<file path="config.mk">
export PLATFORM = sky130hd
export DESIGN_NAME = dcache_victim_reader_flat
export DESIGN_NICKNAME = d
export VERILOG_FILES = /design/src/rtl/dcache_victim_reader_if.sv /design/src/rtl/dcache_victim_reader.sv /design/src/flat_wrapper.sv
export SDC_FILE = /design/constraint.sdc
export NUM_CORES = 1
export LEC_CHECK = 0
export BUFFER_PORTS_ARGS = -buffer_cell sky130_fd_sc_hd__buf_2
export CAP_MARGIN = 0
export CORE_AREA = 2 2 247 249
export CTS_CLUSTER_DIAMETER = 40
export DETAILED_ROUTE_END_ITERATION = 10
export DIE_AREA = 0 0 249 251
export SYNTH_ARGS = -nofsm -noshare
export SYNTH_HDL_FRONTEND = slang
export SYNTH_SLANG_ARGS = --single-unit
</file>
<file path="constraint.sdc">
create_clock -name clk -period 4.2 [get_ports clk]
set_input_delay 0.21 -clock clk [delete_from_list [all_inputs] [get_ports clk]]
set_output_delay 0.21 -clock clk [all_outputs]
set_load 0.005 [all_outputs]
</file>
<file path="src/rtl/dcache_victim_reader_if.sv">
// Purpose : bundles the request, bank-read, memory write (AW/W/B) and completion
//           signals of the D-cache victim reader.
// Ports   : master = the reader's own view (takes requests, drives bank_r_set,
//           masters the memory write channel, reports done); slave = its environment.
interface dcache_victim_reader_if #(
  parameter int NBANK  = 4,
  parameter int NWAY   = 4,
  parameter int SET_W  = 6,
  parameter int DATA_W = 32,
  parameter int ADDR_W = 32
);
  localparam int OFF_W = $clog2(NBANK * DATA_W / 8);
  localparam int TAG_W = ADDR_W - SET_W - OFF_W;

  logic                          req_valid;
  logic                          req_ready;
  logic [SET_W-1:0]              req_set;
  logic [NWAY-1:0]               req_way;
  logic [TAG_W-1:0]              req_tag;
  logic [SET_W-1:0]              bank_r_set;
  logic [NBANK*NWAY*DATA_W-1:0]  bank_r_data;
  logic                          mem_aw_valid;
  logic                          mem_aw_ready;
  logic [ADDR_W-1:0]             mem_aw_addr;
  logic                          mem_w_valid;
  logic                          mem_w_ready;
  logic [DATA_W-1:0]             mem_w_data;
  logic                          mem_w_last;
  logic                          mem_b_valid;
  logic                          mem_b_ready;
  logic [1:0]                    mem_b_resp;
  logic                          done;
  logic                          done_err;

  modport master (
    input  req_valid, req_set, req_way, req_tag,
    output req_ready,
    output bank_r_set,
    input  bank_r_data,
    output mem_aw_valid, mem_aw_addr,
    input  mem_aw_ready,
    output mem_w_valid, mem_w_data, mem_w_last,
    input  mem_w_ready,
    input  mem_b_valid, mem_b_resp,
    output mem_b_ready,
    output done, done_err
  );

  modport slave (
    output req_valid, req_set, req_way, req_tag,
    input  req_ready,
    input  bank_r_set,
    output bank_r_data,
    input  mem_aw_valid, mem_aw_addr,
    output mem_aw_ready,
    input  mem_w_valid, mem_w_data, mem_w_last,
    output mem_w_ready,
    output mem_b_valid, mem_b_resp,
    input  mem_b_ready,
    input  done, done_err
  );
endinterface

</file>
<file path="src/rtl/dcache_victim_reader.sv">
// Purpose : reads one dirty victim line from the D-cache data banks into a local
//           line buffer and writes it back to memory as one AW, NBANK W beats, one B.
// Ports   : clk/rst (async, active-high) plus bus (dcache_victim_reader_if.master).
//           Optional macro VICTIM_READER_PERF_EN adds perf_wb_cnt / perf_stall_cnt.
// Latency : 5 + NBANK cycles accept->done with all readies high; all outputs registered.
module dcache_victim_reader #(
  parameter int NBANK  = 4,
  parameter int NWAY   = 4,
  parameter int SET_W  = 6,
  parameter int DATA_W = 32,
  parameter int ADDR_W = 32
) (
  input  logic clk,
  input  logic rst,
  dcache_victim_reader_if.master bus
`ifdef VICTIM_READER_PERF_EN
  ,
  output logic [31:0] perf_wb_cnt,
  output logic [31:0] perf_stall_cnt
`endif
);
  localparam int OFF_W = $clog2(NBANK * DATA_W / 8);
  localparam int TAG_W = ADDR_W - SET_W - OFF_W;
  localparam int WAY_W = (NWAY > 1) ? $clog2(NWAY) : 1;
  localparam int CNT_W = (NBANK > 1) ? $clog2(NBANK) : 1;

  typedef enum logic [2:0] {S_IDLE, S_RD, S_CAP, S_AW, S_W, S_B, S_DONE} state_t;

  state_t             state_q, state_d;
  logic               req_ready_q, req_ready_d;
  logic [SET_W-1:0]   set_q, set_d;
  logic [TAG_W-1:0]   tag_q, tag_d;
  logic [WAY_W-1:0]   way_q, way_d;
  logic [CNT_W-1:0]   cnt_q, cnt_d, cnt_nxt;
  logic               aw_valid_q, aw_valid_d;
  logic [ADDR_W-1:0]  aw_addr_q, aw_addr_d;
  logic               w_valid_q, w_valid_d;
  logic [DATA_W-1:0]  w_data_q, w_data_d;
  logic               w_last_q, w_last_d;
  logic               b_ready_q, b_ready_d;
  logic               done_q, done_d;
  logic               done_err_q, done_err_d;
  logic [DATA_W-1:0]  line_q [NBANK];
  logic [DATA_W-1:0]  line_d [NBANK];
  logic [WAY_W-1:0]   req_way_idx;
  logic               req_way_any;

  // Lowest set bit wins when the one-hot way is malformed.
  always_comb begin
    req_way_idx = '0;
    for (int i = NWAY - 1; i >= 0; i--) begin
      if (bus.req_way[i]) req_way_idx = WAY_W'(i);
    end
    req_way_any = |bus.req_way;
  end

  always_comb begin
    state_d     = state_q;
    req_ready_d = req_ready_q;
    set_d       = set_q;
    tag_d       = tag_q;
    way_d       = way_q;
    cnt_d       = cnt_q;
    cnt_nxt     = cnt_q + 1'b1;
    aw_valid_d  = aw_valid_q;
    aw_addr_d   = aw_addr_q;
    w_valid_d   = w_valid_q;
    w_data_d    = w_data_q;
    w_last_d    = w_last_q;
    b_ready_d   = b_ready_q;
    done_d      = 1'b0;
    done_err_d  = 1'b0;
    line_d      = line_q;
    case (state_q)
      S_IDLE: begin
        if (bus.req_valid) begin
          set_d       = bus.req_set;
          tag_d       = bus.req_tag;
          way_d       = req_way_idx;
          req_ready_d = 1'b0;
          if (req_way_any) begin
            state_d = S_RD;
          end else begin
            // No way to evict: report an error without touching memory.
            state_d    = S_DONE;
            done_d     = 1'b1;
            done_err_d = 1'b1;
          end
        end
      end
      S_RD: state_d = S_CAP;
      S_CAP: begin
        // Bank data for set_q is valid this cycle; snapshot the victim way so
        // later bank writes cannot leak into the writeback.
        for (int b = 0; b < NBANK; b++) begin
          line_d[b] = bus.bank_r_data[(b * NWAY + int'(way_q)) * DATA_W +: DATA_W];
        end
        aw_valid_d = 1'b1;
        aw_addr_d  = {tag_q, set_q, {OFF_W{1'b0}}};
        state_d    = S_AW;
      end
      S_AW: begin
        if (bus.mem_aw_ready) begin
          aw_valid_d = 1'b0;
          w_valid_d  = 1'b1;
          w_data_d   = line_q[0];
          w_last_d   = (NBANK == 1);
          cnt_d      = '0;
          state_d    = S_W;
        end
      end
      S_W: begin
        if (bus.mem_w_ready) begin
          if (cnt_q == CNT_W'(NBANK - 1)) begin
            w_valid_d = 1'b0;
            w_last_d  = 1'b0;
            b_ready_d = 1'b1;
            cnt_d     = '0;
            state_d   = S_B;
          end else begin
            cnt_d    = cnt_nxt;
            w_data_d = line_q[cnt_nxt];
            w_last_d = (cnt_nxt == CNT_W'(NBANK - 1));
          end
        end
      end
      S_B: begin
        if (bus.mem_b_valid) begin
          b_ready_d  = 1'b0;
          done_d     = 1'b1;
          done_err_d = (bus.mem_b_resp != 2'b00);
          state_d    = S_DONE;
        end
      end
      S_DONE: begin
        req_ready_d = 1'b1;
        state_d     = S_IDLE;
      end
      default: begin
        req_ready_d = 1'b1;
        state_d     = S_IDLE;
      end
    endcase
  end

  always_ff @(posedge clk or posedge rst) begin
    if (rst) begin
      state_q     <= S_IDLE;
      req_ready_q <= 1'b1;
      set_q       <= '0;
      tag_q       <= '0;
      way_q       <= '0;
      cnt_q       <= '0;
      aw_valid_q  <= 1'b0;
      aw_addr_q   <= '0;
      w_valid_q   <= 1'b0;
      w_data_q    <= '0;
      w_last_q    <= 1'b0;
      b_ready_q   <= 1'b0;
      done_q      <= 1'b0;
      done_err_q  <= 1'b0;
    end else begin
      state_q     <= state_d;
      req_ready_q <= req_ready_d;
      set_q       <= set_d;
      tag_q       <= tag_d;
      way_q       <= way_d;
      cnt_q       <= cnt_d;
      aw_valid_q  <= aw_valid_d;
      aw_addr_q   <= aw_addr_d;
      w_valid_q   <= w_valid_d;
      w_data_q    <= w_data_d;
      w_last_q    <= w_last_d;
      b_ready_q   <= b_ready_d;
      done_q      <= done_d;
      done_err_q  <= done_err_d;
    end
  end

  // Line buffer contents are meaningless until CAP, so it needs no reset.
  always_ff @(posedge clk) begin
    line_q <= line_d;
  end

  // The latched set keeps the bank read address stable for the whole operation.
  assign bus.req_ready    = req_ready_q;
  assign bus.bank_r_set   = set_q;
  assign bus.mem_aw_valid = aw_valid_q;
  assign bus.mem_aw_addr  = aw_addr_q;
  assign bus.mem_w_valid  = w_valid_q;
  assign bus.mem_w_data   = w_data_q;
  assign bus.mem_w_last   = w_last_q;
  assign bus.mem_b_ready  = b_ready_q;
  assign bus.done         = done_q;
  assign bus.done_err     = done_err_q;

`ifdef VICTIM_READER_PERF_EN
  logic [31:0] perf_wb_q, perf_wb_d;
  logic [31:0] perf_stall_q, perf_stall_d;
  logic        stall_now;

  always_comb begin
    stall_now    = ((state_q == S_AW) && aw_valid_q && !bus.mem_aw_ready) ||
                   ((state_q == S_W)  && w_valid_q  && !bus.mem_w_ready);
    perf_wb_d    = perf_wb_q + {31'd0, done_q};
    perf_stall_d = perf_stall_q + {31'd0, stall_now};
  end

  always_ff @(posedge clk or posedge rst) begin
    if (rst) begin
      perf_wb_q    <= '0;
      perf_stall_q <= '0;
    end else begin
      perf_wb_q    <= perf_wb_d;
      perf_stall_q <= perf_stall_d;
    end
  end

  assign perf_wb_cnt    = perf_wb_q;
  assign perf_stall_cnt = perf_stall_q;
`endif
endmodule

</file>
<file path="src/flat_wrapper.sv">
// flat-port wrapper written by rule: the top's interface ports become plain ports
module dcache_victim_reader_flat 
#(
  parameter int NBANK  = 4,
  parameter int NWAY   = 4,
  parameter int SET_W  = 6,
  parameter int DATA_W = 32,
  parameter int ADDR_W = 32
)
  (clk, rst, bus_req_valid, bus_req_set, bus_req_way, bus_req_tag, bus_req_ready, bus_bank_r_set, bus_bank_r_data, bus_mem_aw_valid, bus_mem_aw_addr, bus_mem_aw_ready, bus_mem_w_valid, bus_mem_w_data, bus_mem_w_last, bus_mem_w_ready, bus_mem_b_valid, bus_mem_b_resp, bus_mem_b_ready, bus_done, bus_done_err);
  dcache_victim_reader_if #(.NBANK(NBANK), .NWAY(NWAY), .SET_W(SET_W), .DATA_W(DATA_W), .ADDR_W(ADDR_W)) bus_i ();
  input  logic clk;
  input  logic rst;
  input wire logic [$bits(bus_i.req_valid)-1:0] bus_req_valid;
  input wire logic [$bits(bus_i.req_set)-1:0] bus_req_set;
  input wire logic [$bits(bus_i.req_way)-1:0] bus_req_way;
  input wire logic [$bits(bus_i.req_tag)-1:0] bus_req_tag;
  output wire logic [$bits(bus_i.req_ready)-1:0] bus_req_ready;
  output wire logic [$bits(bus_i.bank_r_set)-1:0] bus_bank_r_set;
  input wire logic [$bits(bus_i.bank_r_data)-1:0] bus_bank_r_data;
  output wire logic [$bits(bus_i.mem_aw_valid)-1:0] bus_mem_aw_valid;
  output wire logic [$bits(bus_i.mem_aw_addr)-1:0] bus_mem_aw_addr;
  input wire logic [$bits(bus_i.mem_aw_ready)-1:0] bus_mem_aw_ready;
  output wire logic [$bits(bus_i.mem_w_valid)-1:0] bus_mem_w_valid;
  output wire logic [$bits(bus_i.mem_w_data)-1:0] bus_mem_w_data;
  output wire logic [$bits(bus_i.mem_w_last)-1:0] bus_mem_w_last;
  input wire logic [$bits(bus_i.mem_w_ready)-1:0] bus_mem_w_ready;
  input wire logic [$bits(bus_i.mem_b_valid)-1:0] bus_mem_b_valid;
  input wire logic [$bits(bus_i.mem_b_resp)-1:0] bus_mem_b_resp;
  output wire logic [$bits(bus_i.mem_b_ready)-1:0] bus_mem_b_ready;
  output wire logic [$bits(bus_i.done)-1:0] bus_done;
  output wire logic [$bits(bus_i.done_err)-1:0] bus_done_err;
  assign bus_i.req_valid = bus_req_valid;
  assign bus_i.req_set = bus_req_set;
  assign bus_i.req_way = bus_req_way;
  assign bus_i.req_tag = bus_req_tag;
  assign bus_req_ready = bus_i.req_ready;
  assign bus_bank_r_set = bus_i.bank_r_set;
  assign bus_i.bank_r_data = bus_bank_r_data;
  assign bus_mem_aw_valid = bus_i.mem_aw_valid;
  assign bus_mem_aw_addr = bus_i.mem_aw_addr;
  assign bus_i.mem_aw_ready = bus_mem_aw_ready;
  assign bus_mem_w_valid = bus_i.mem_w_valid;
  assign bus_mem_w_data = bus_i.mem_w_data;
  assign bus_mem_w_last = bus_i.mem_w_last;
  assign bus_i.mem_w_ready = bus_mem_w_ready;
  assign bus_i.mem_b_valid = bus_mem_b_valid;
  assign bus_i.mem_b_resp = bus_mem_b_resp;
  assign bus_mem_b_ready = bus_i.mem_b_ready;
  assign bus_done = bus_i.done;
  assign bus_done_err = bus_i.done_err;
  dcache_victim_reader #(.NBANK(NBANK), .NWAY(NWAY), .SET_W(SET_W), .DATA_W(DATA_W), .ADDR_W(ADDR_W)) u_core (.clk(clk), .rst(rst), .bus(bus_i));
endmodule
</file>
==> impl_metrics.tcl, run 1 <==
set metrics [dict create \
    wl_per_cell_um 22.0 \
    status "finished with violations" \
    max_slew_margin_pct 25.0 \
    ys_seq_area_share_pct 53.6 \
    fin_setup_tns_ns 0 \
    violations "DRC" \
    cp-start-kind "flip-flop" \
    h-tree-depth 2 \
    synth_area_um2 11900 \
    die_h_um 251 \
    r2r_cells 4 \
    dpl.hpwl_mm 38.7 \
    antenna_found_initial 26 \
    cp_data_required_time_ns 4.36 \
    clkTransAtPathRegs_ns 0.05 \
    pin_count 629 \
    fin_crit_sh_pct 59.7 \
    final_cells 2231 \
    cts_tree "built" \
    grt_pass1_vias 10700 \
    ys_ff_latch 230 \
    ir_drop_uv 261 \
    drt_iter0_drc 522 \
    fmax_mhz 399 \
    r2r_end "u_core.line_q[83]" \
    crit_path_end "u_core.line_q[83]" \
    critPathCaptureType "flip-flop" \
    wirelength_mm 49.2 \
    hp-class "in2reg" \
    slew_viol_final 0 \
    clock_path_buffers 3 \
    drive_above_1_share_pct 62.6 \
    placementRows 90 \
    dp_slack_ns 1.69 \
    gp_congestion 0.926 \
    finalNetCount 1968 \
    setup_violations 0 \
    finalWorstSetupSlack_ns 1.69 \
    cts_sinks 230 \
    cp-startpoint "u_core.state_q[1]" \
    die_width_um 249 \
    synthTopCellsByArea "edfxtp_1 32%, mux4_2 30%, dfrtp_1 21%, nand2_1 5.1%, mux2_2 2.6%" \
    max-cap-violations 0 \
    drc_errors 2 \
    syn_to_final_growth_pct 47.9 \
    cp_data_arrival_time_ns 2.67 \
    floorplan.initialDensity_pct 20.0 \
    placed_cells 2118 \
    grt_start_max_net_pins 81 \
    drtPass1Iterations 8 \
    ctsResizeCount 0 \
    routed-via-count 9876 \
    cts_buffers 38 \
    skew_ns 0.0153 \
    yosys.area.top_type "edfxtp_1" \
    yosysUniqueCellTypes 38 \
    cp_max_fo 43 \
    layout_min_cycle_time_ns 2.51 \
    root_buffer "clkbuf_16" \
    grt_usage_pct 15.5 \
    p_leak_nw 7.45 \
    viasPerCell 4.43 \
    power_density_nw_per_um2 663 \
    clk_latency_ns 0.53 \
    ys_warn_count 0 \
    dieArea_um2 62500 \
    portBuffers 624 \
    rsz0062_at_grt "no" \
    grt-ovfl-total 0 \
    synthCells 763 \
    reg2reg_from "u_core.state_q[1]" \
    tightestPinTransition_ns 1.12 \
    ant_nets 0 \
    crit_type "reg2reg" \
    yosysTopAreaCellShare_pct 32.2 \
    reg2reg_slack_ns 1.69 \
    post_synth.cell_area_avg_um2 15.6 \
    core_area_um2 59800 \
    timing_hold_violations_final 0 \
    grt_pass1_wl_mm 70.5 \
]
routing by layer:
layer | vias to the layer above | share of wire (%) | GRT usage [%]
li1 | 4327 | - | -
met1 | 4948 | 39 | 18.0
met2 | 488 | 50 | 26.9
met3 | 91 | 8.5 | 5.45
met4 | 22 | 2.3 | 4.59
met5 | - | 0.32 | 0
area by class of cell:
type | instances | area, um^2
fillers | 6098 | 42100
well taps | 782 | 978
repair buffers | 676 | 3660
clock inverters | 25 | 302
multi-input cells | 465 | 5220
clock buffers | 44 | 1060
inverters | 3 | 13.8
diodes | 6 | 15.0
flip-flops and latches | 230 | 6410
cells in the final DEF, fill, tap and decap left out, types with 2 or more instances in the layout:
| cell type | synthesis | layout |
|---|---|---|
| buf_2 | 36 | 624 |
| nand2_1 | 161 | 161 |
| mux4_2 | 160 | 160 |
| edfxtp_1 | 128 | 128 |
| dfrtp_1 | 101 | 98 |
| clkbuf_16 | 0 | 42 |
| dlygate4sd3_1 | 0 | 38 |
| nor2_1 | 37 | 37 |
| a31oi_1 | 33 | 33 |
| mux2_2 | 28 | 28 |
| buf_4 | 12 | 10 |
| o21ai_0 | 8 | 8 |
| diode_2 | 0 | 6 |
| nand3_1 | 6 | 6 |
| inv_6 | 0 | 6 |
| bufinv_16 | 0 | 5 |
| conb_1 | 1 | 4 |
| clkinv_4 | 0 | 4 |
| clkinvlp_4 | 0 | 4 |
| buf_12 | 0 | 4 |
| clkinv_1 | 0 | 3 |
| dfrtp_4 | 0 | 3 |
| nor2b_1 | 4 | 2 |
| o31ai_1 | 2 | 2 |
| nor2b_4 | 0 | 2 |
| inv_1 | 3 | 2 |
| inv_4 | 0 | 2 |
| nor3b_1 | 2 | 2 |
| clkbuf_1 | 13 | 2 |
sequential cells by signal, summed over array words and instances, names as in the netlist, 2 cells and up:
| name | count |
|---|---|
| u_core.bus.bank_r_set | 6 |
| u_core.bus.mem_aw_addr | 28 |
| u_core.bus.mem_w_data | 32 |
| u_core.cnt_q | 2 |
| u_core.line_q | 128 |
| u_core.state_q | 3 |
| u_core.tag_q | 22 |
| u_core.way_q | 2 |
per-stage QoR:
stage / util [%] / power, W / hold WS, ns / instance area, um^2
2_1_floorplan: - / 0.00686 / 0.301 / 12000
6_report: 29.5 / 0.0117 / 0.0409 / 17700
3_3_place_gp: 26.6 / 0.00840 / 0.402 / 15900
4_1_cts: 29.5 / 0.0119 / 0.00411 / 17600
5_1_grt: 29.5 / 0.0124 / 0.0427 / 17600
3_5_place_dp: 26.6 / 0.00851 / 0.405 / 15900
power by group:
group / switching, W / internal, W
Combinational: 0.00208 / 0.00225
Clock: 0.00117 / 0.00214
Sequential: 0.000598 / 0.00346
Total: 0.00384 / 0.00786
cell usage after synthesis, drive strengths merged:
cell       n
a221oi     1
clkbuf    13
o31ai      2
or3        1
o311ai     1
mux4     160
mux2      28
dfrtp    101
nand2    161
nand4b     1
ha         2
a21oi      1
o211ai     1
or4        1
nor3b      2
nor4       1
nand4bb    1
nor3       1
o21ai     10
a31oi     33
dfstp      1
nor2b      4
edfxtp   128
buf       55
a21o       1
a22o       1
nand2b     2
and2b      1
nor2      37
inv        3
nand3      6
o41ai      1
conb       1
logic make-up (layout without fill, tap and decap cells):
kind of cell | after synthesis | after routing | synth area share, %
flops | 230 | 230 | 53.6
simple gates | 219 | 219 | 7.47
mux | 188 | 188 | 32.8
buf+inv | 71 | 748 | 2.99
compound gates | 52 | 52 | 2.89
fa+ha+maj | 2 | 2 | 0.210
other cells | 1 | 10 | 0.0314
worst min-delay path by stage:
stage / start / end / slack [ns] / depth (start not counted)
CTS: bus_mem_w_ready / u_core.bus.mem_b_ready / 0.004 / 3
global placement: bus_req_tag[17] / u_core.tag_q[17] / 0.40 / 3
global route: bus_bank_r_data[464] / u_core.line_q[16] / 0.04 / 2
detailed placement: bus_req_tag[13] / u_core.tag_q[13] / 0.40 / 3
floorplan: bus_req_way[0] / u_core.way_q[0] / 0.30 / 1
finish: bus_mem_w_ready / u_core.bus.mem_b_ready / 0.04 / 3
what timing repair did:
action,4_1_cts,5_1_grt
hold buffers,38,0
buffers inserted,0,0
endpoints found under the hold margin,85,0
critical path, cell delays in order, from the launching register on:
cell and delay [ns]:
dfrtp_1 0.56, nor2b_1 0.27, nor2b_4 0.21, buf_4 0.46, buf_4 0.55
Power figures use the tool's default switching activity.
==> run 2, diff against run 1 <==
==> constraint.sdc (replaced) <==
create_clock -name clk -period 2.5 [get_ports clk]
set_input_delay 0.125 -clock clk [delete_from_list [all_inputs] [get_ports clk]]
set_output_delay 0.125 -clock clk [all_outputs]
set_load 0.005 [all_outputs]
==> run 2 against run 1 <==
Effect of this change:
- non-clock buffer count rose by 261
- register-to-register slack got worse by 1.5 ns
- total power rose by 85%
- sequential share of layout area fell by 5.0 points
- first-iteration DRC count rose by 24%
- the flow still finishes with violations (DRC)
- count of clock-buffer cells in the layout rose by 10
- final area rose by 16%
- sequential cell count did not move
- sequential power rose by 64%
- hold slack got worse by 0.0010 ns
- highest routed layer unchanged
==> impl_metrics.tcl, run 2 (same netlist as run 1, synthesis figures left out) <==
set metrics [dict create \
    status "finished with violations" \
    violations "DRC" \
    wl_per_cell_um 20.0 \
    drtPass1Iterations 8 \
    portBuffers 624 \
    hp-start "bus_bank_r_data[351]" \
    dieArea_um2 62500 \
    pin_count 629 \
    grt_pass1_vias 11800 \
    min_to "u_core.line_q[63]" \
    max-cap-violations 0 \
    syn_to_final_growth_pct 71.7 \
    p_leak_nw 8.65 \
    drc_errors 2 \
    r2r_cells 3 \
    critPathCaptureType "flip-flop" \
    viasPerCell 4.42 \
    wirelength_mm 50.3 \
    cp_data_arrival_time_ns 2.82 \
    antenna_found_initial 36 \
    rsz0062_at_grt "no" \
    grt_pass1_wl_mm 72.2 \
    met1_usage_pct 18.6 \
    setup_violations 0 \
    grt_usage_pct 15.7 \
    reg2reg_from "u_core.state_q[0]" \
    grt-ovfl-total 0 \
    mostFrequentLayoutCells "624 x buf_2, 287 x dlygate4sd3_1, 161 x nand2_1, 160 x mux4_2, 128 x edfxtp_1" \
    timing_hold_violations_final 0 \
    max_slew_margin_pct 54.6 \
    worstHoldPathCells 2 \
    routed-via-count 11100 \
    cp-start-kind "flip-flop" \
    skew_ns 0.0124 \
    crit_type "reg2reg" \
    core_area_um2 59800 \
    die_width_um 249 \
    tightestPinTransition_ns 0.680 \
    hp-class "in2reg" \
    final_common_cell "buf_2" \
    clk_latency_ns 0.55 \
    fin_crit_sh_pct 93.7 \
    clkTransAtPathRegs_ns 0.06 \
    finalNetCount 2235 \
    grt.met3_usage_pct 5.86 \
    crit_chain "or3_1 > o41ai_2 > dlygate4sd3_1" \
    fin_total_pwr_w 0.0216 \
    drt_iter0_drc 648 \
    ant_nets 0 \
    h-tree-depth 2 \
    fin_setup_tns_ns 0 \
    cts_sinks 230 \
    hold_ws_ns 0.0399 \
    largest_reg_flops 128 \
    layout_min_cycle_time_ns 2.34 \
    gp_congestion 1.07 \
    dpl.hpwl_mm 37.9 \
    r2r_end "u_core.way_q[1]" \
    top_register "u_core.line_q" \
    clock_path_buffers 3 \
    die_h_um 251 \
    ir_drop_uv 448 \
    cts_tree "built" \
    slew_viol_final 0 \
    drive_above_1_share_pct 54.1 \
    floorplan.initialDensity_pct 20.0 \
    root_buffer "clkbuf_16" \
    grt_start_max_net_pins 79 \
    cp_data_required_time_ns 2.98 \
    critPathSlowestCell "or3_1" \
    met2_usage_pct 25.5 \
    power_density_nw_per_um2 1050 \
    fmax_mhz 427 \
    reg2reg_slack_ns 0.16 \
    critPathMaxStageDelay_ns 0.75 \
    placementRows 90 \
    cts_buffers 44 \
    busiest_layer "met2" \
    cp_max_fo 17 \
]
-- run 2: cell types whose count changed in the layout (fill, tap and decap cells not counted), moves of 3 or more --
cell,previous run,this run
clkbuf_8,0,4
clkbuf_16,42,47
buf_4,10,15
clkinv_2,1,4
dlygate4sd3_1,38,287
buf_12,4,11
diode_2,6,14
bufinv_16,5,2
-- run 2: how the worst max path moves through the flow --
stage,from,end,slack [ns],cells after the start
after floorplan,u_core.state_q[2],u_core.bus.mem_aw_addr[10],0.11,5
after global placement,u_core.state_q[0],u_core.bus.mem_w_data[11],0.50,5
after detailed placement,u_core.state_q[0],u_core.bus.mem_w_data[16],0.43,5
after CTS,u_core.way_q[0],u_core.line_q[88],0.14,3
after global routing,u_core.state_q[0],u_core.way_q[1],0.03,3
final,u_core.state_q[0],u_core.way_q[1],0.16,3
-- run 2: repair_timing --
action / 4_1_cts / 5_1_grt
endpoints found under the hold margin: 261 / 0
setup buffers: 0 / 0
hold buffers: 287 / 0
resized for setup: 0 / 0
setup endpoints to repair: 0 / 0
-- run 2: area by class of cell --
class / instances / area (um^2)
Multi-Input combinational cell: 465 / 5220
Inverter: 3 / 15.0
Timing Repair Buffer: 937 / 6330
Tap cell: 782 / 978
Fill cell: 5797 / 39300
Clock inverter: 28 / 269
Antenna cell: 14 / 35.0
Sequential cell: 230 / 6410
Clock buffer: 54 / 1240
-- run 2: power by group --
part | leakage [nW] | total (W) | internal [W] | switching, W
combinational | 5.52 | 0.00901 | 0.00511 | 0.00389
sequential | 2.40 | 0.00664 | 0.00582 | 0.000822
clock | 0.731 | 0.00595 | 0.00380 | 0.00215
-- run 2: layer usage --
layer | share of wire, % | wire (um)
met5 | 0.40 | 203
met4 | 4.1 | 2040
met3 | 9.9 | 5000
met2 | 47 | 23600
met1 | 39 | 19400
-- run 2: through the flow --
step,area (um^2),setup WS (ns),instances,utilization (%)
global placement,16100,0.496,2130,26.9
CTS,20500,0.136,2499,34.2
floorplan,12000,0.109,766,-
finish,20500,0.156,2513,34.3
detailed placement,16100,0.429,2130,26.9
global route,20500,0.0279,2510,34.3
-- run 2: critical path: cells and delay by family, from the launching register on --
family                 cells  cell delay (ns)
buffers and inverters      1             0.58
AO/OA/AOI/OAI              1             0.36
AND/OR/NAND/NOR            1             0.75
flip-flops                 1             0.60
==> run 3, diff against run 2 <==
--- a/config.mk
+++ b/config.mk
@@ -11,6 +11,7 @@
 export CTS_CLUSTER_DIAMETER = 40
 export DETAILED_ROUTE_END_ITERATION = 10
 export DIE_AREA = 0 0 249 251
+export GPL_TIMING_DRIVEN = 0
 export SYNTH_ARGS = -nofsm -noshare
 export SYNTH_HDL_FRONTEND = slang
 export SYNTH_SLANG_ARGS = --single-unit
==> constraint.sdc (replaced) <==
create_clock -name clk -period 2.5 [get_ports clk]
set_input_delay 0.5 -clock clk [delete_from_list [all_inputs] [get_ports clk]]
set_output_delay 0.5 -clock clk [all_outputs]
set_load 0.005 [all_outputs]
==> run 3 against run 2 <==
Effect of this change:
- the run still ends with DRC left
- critical path type unchanged
- highest routed layer unchanged
- register-to-register slack lost 0.06 ns
- via count shrank 6.1%
- non-clock buffer count shrank 242
- largest power group unchanged
==> impl_metrics.tcl, run 3 (same netlist as run 1, synthesis figures left out) <==
set metrics [dict create \
    layout_min_cycle_time_ns 2.41 \
    rsz0062_at_grt "no" \
    grt_start_max_net_pins 87 \
    top_register "u_core.line_q" \
    antenna_found_initial 28 \
    die_width_um 249 \
    critPathCaptureType "flip-flop" \
    dp_slack_ns -0.506 \
    power_density_nw_per_um2 1200 \
    drc_errors 2 \
    gp_congestion 0.949 \
    grt.met3_usage_pct 5.45 \
    grt-ovfl-total 0 \
    cts_tree "built" \
    violations "DRC" \
    final_cells 2266 \
    hp-class "in2async" \
    dpl.hpwl_mm 48.6 \
    drt_iter0_drc 792 \
    cts_buffers 44 \
    max-cap-violations 0 \
    hold_ws_ns 0.0891 \
    critPathSlowestCell "mux4_2" \
    final_common_cell "buf_2" \
    grt_pass1_vias 11000 \
    viasPerCell 4.60 \
    setup_violations 0 \
    ant_nets 0 \
    max_slew_margin_pct 24.4 \
    cp-start-kind "flip-flop" \
    tightestPinTransition_ns 1.13 \
    mostFrequentLayoutCells "655 x buf_2, 161 x nand2_1, 160 x mux4_2, 128 x edfxtp_1, 101 x dfrtp_1" \
    die_h_um 251 \
    grt_pass1_wl_mm 82.6 \
    drtPass1Iterations 8 \
    timing_hold_violations_final 0 \
    root_buffer "clkbuf_16" \
    routed-via-count 10400 \
    core_area_um2 59800 \
    grt_usage_pct 19.0 \
    cp_data_required_time_ns 2.77 \
    switchingPower_w 0.00760 \
    fmax_mhz 415 \
    dieArea_um2 62500 \
    cp_data_arrival_time_ns 2.68 \
    clk_latency_ns 0.57 \
    pin_count 629 \
    cts_hold_buf 0 \
    status "finished with violations" \
    path_buf_inv 2 \
    floorplan.initialDensity_pct 20.0 \
    p_clk_share_pct 28.9 \
    wl_per_cell_um 27.0 \
    seq_power_share_pct 30.3 \
    slew_viol_final 0 \
    placed_cells 2175 \
    placementRows 90 \
    fin_total_pwr_w 0.0214 \
    wirelength_mm 61.2 \
    met1_usage_pct 23.3 \
    critPathTopFamily "buffers and inverters" \
    clkTransAtPathRegs_ns 0.05 \
    ir_drop_uv 508 \
    power.share.switching_pct 35.5 \
    p_int_w 0.0138 \
    critPathMaxStageDelay_ns 0.66 \
    finalNetCount 1993 \
    cts_setup_buffers 0 \
    skew_ns 0.0150 \
    p_leak_nw 7.60 \
    syn_to_final_growth_pct 48.9 \
    fin_crit_sh_pct 96.3 \
    cts_sinks 230 \
    largest_reg_flops 128 \
    crit_chain "clkbuf_1 > buf_2 > mux4_2" \
    met2_usage_pct 32.3 \
    finalWorstSetupSlack_ns 0.0929 \
    portBuffers 624 \
    h-tree-depth 2 \
    cp_max_fo 10 \
    pwr-share-comb_pct 40.8 \
    crit_type "reg2reg" \
    drive_above_1_share_pct 64.5 \
    busiest_layer "met2" \
    clock_path_buffers 3 \
]
==> run 3: power groups by stage <==
| stage | Clock, W | Sequential, W | Combinational (W) |
|---|---|---|---|
| after floorplan | 0 | 0.00638 | 0.00513 |
| after global placement | 0 | 0.00649 | 0.00864 |
| after detailed placement | 0 | 0.00654 | 0.00879 |
| after CTS | 0.00631 | 0.00648 | 0.00888 |
| after global routing | 0.00648 | 0.00661 | 0.00943 |
| final | 0.00618 | 0.00647 | 0.00873 |
==> run 3: timing repair <==
item,CTS,global route
setup endpoints to repair,81,58
cloned,0,1
pin swaps,0,0
gates resized for setup,14,4
==> run 3: final timing paths <==
path,start,end,slack [ns],cells past startpoint
max,u_core.way_q[0],u_core.line_q[17],0.09,3
min,rst,u_core.bus.mem_w_data[9],0.09,2
max reg2reg,u_core.way_q[0],u_core.line_q[17],0.09,3
min reg2reg,u_core.tag_q[15],u_core.tag_q[15],0.47,2
max in group asynchronous,rst,u_core.bus.mem_w_data[20],1.46,4
min in group clk,bus_req_set[2],u_core.bus.bank_r_set[2],0.13,3
==> run 3: layout make-up <==
| class | count | area (um^2) |
|---|---|---|
| Antenna cell | 10 | 25.0 |
| Fill cell | 6082 | 42000 |
| Inverter | 3 | 15.0 |
| Clock inverter | 21 | 279 |
| Buffer | 67 | 394 |
| Timing Repair Buffer | 628 | 3220 |
| Tap cell | 782 | 978 |
| Clock buffer | 60 | 1270 |
| Multi-Input combinational cell | 465 | 5210 |
| Sequential cell | 230 | 6400 |
==> run 3: per-stage QoR <==
| stage | area [um^2] | TNS (ns) | utilization [%] |
|---|---|---|---|
| 2_1_floorplan | 12000 | 0 | - |
| 3_3_place_gp | 16100 | -86.42 | 26.9 |
| 3_5_place_dp | 16100 | -15.90 | 27.0 |
| 4_1_cts | 17700 | 0 | 29.6 |
| 5_1_grt | 17800 | 0 | 29.7 |
| 6_report | 17800 | 0 | 29.7 |
==> run 3: layer usage <==
layer	wire length, um	vias up
li1	-	4402
met1	24300	5291
met2	29500	595
met3	5310	127
met4	2020	12
met5	72	-
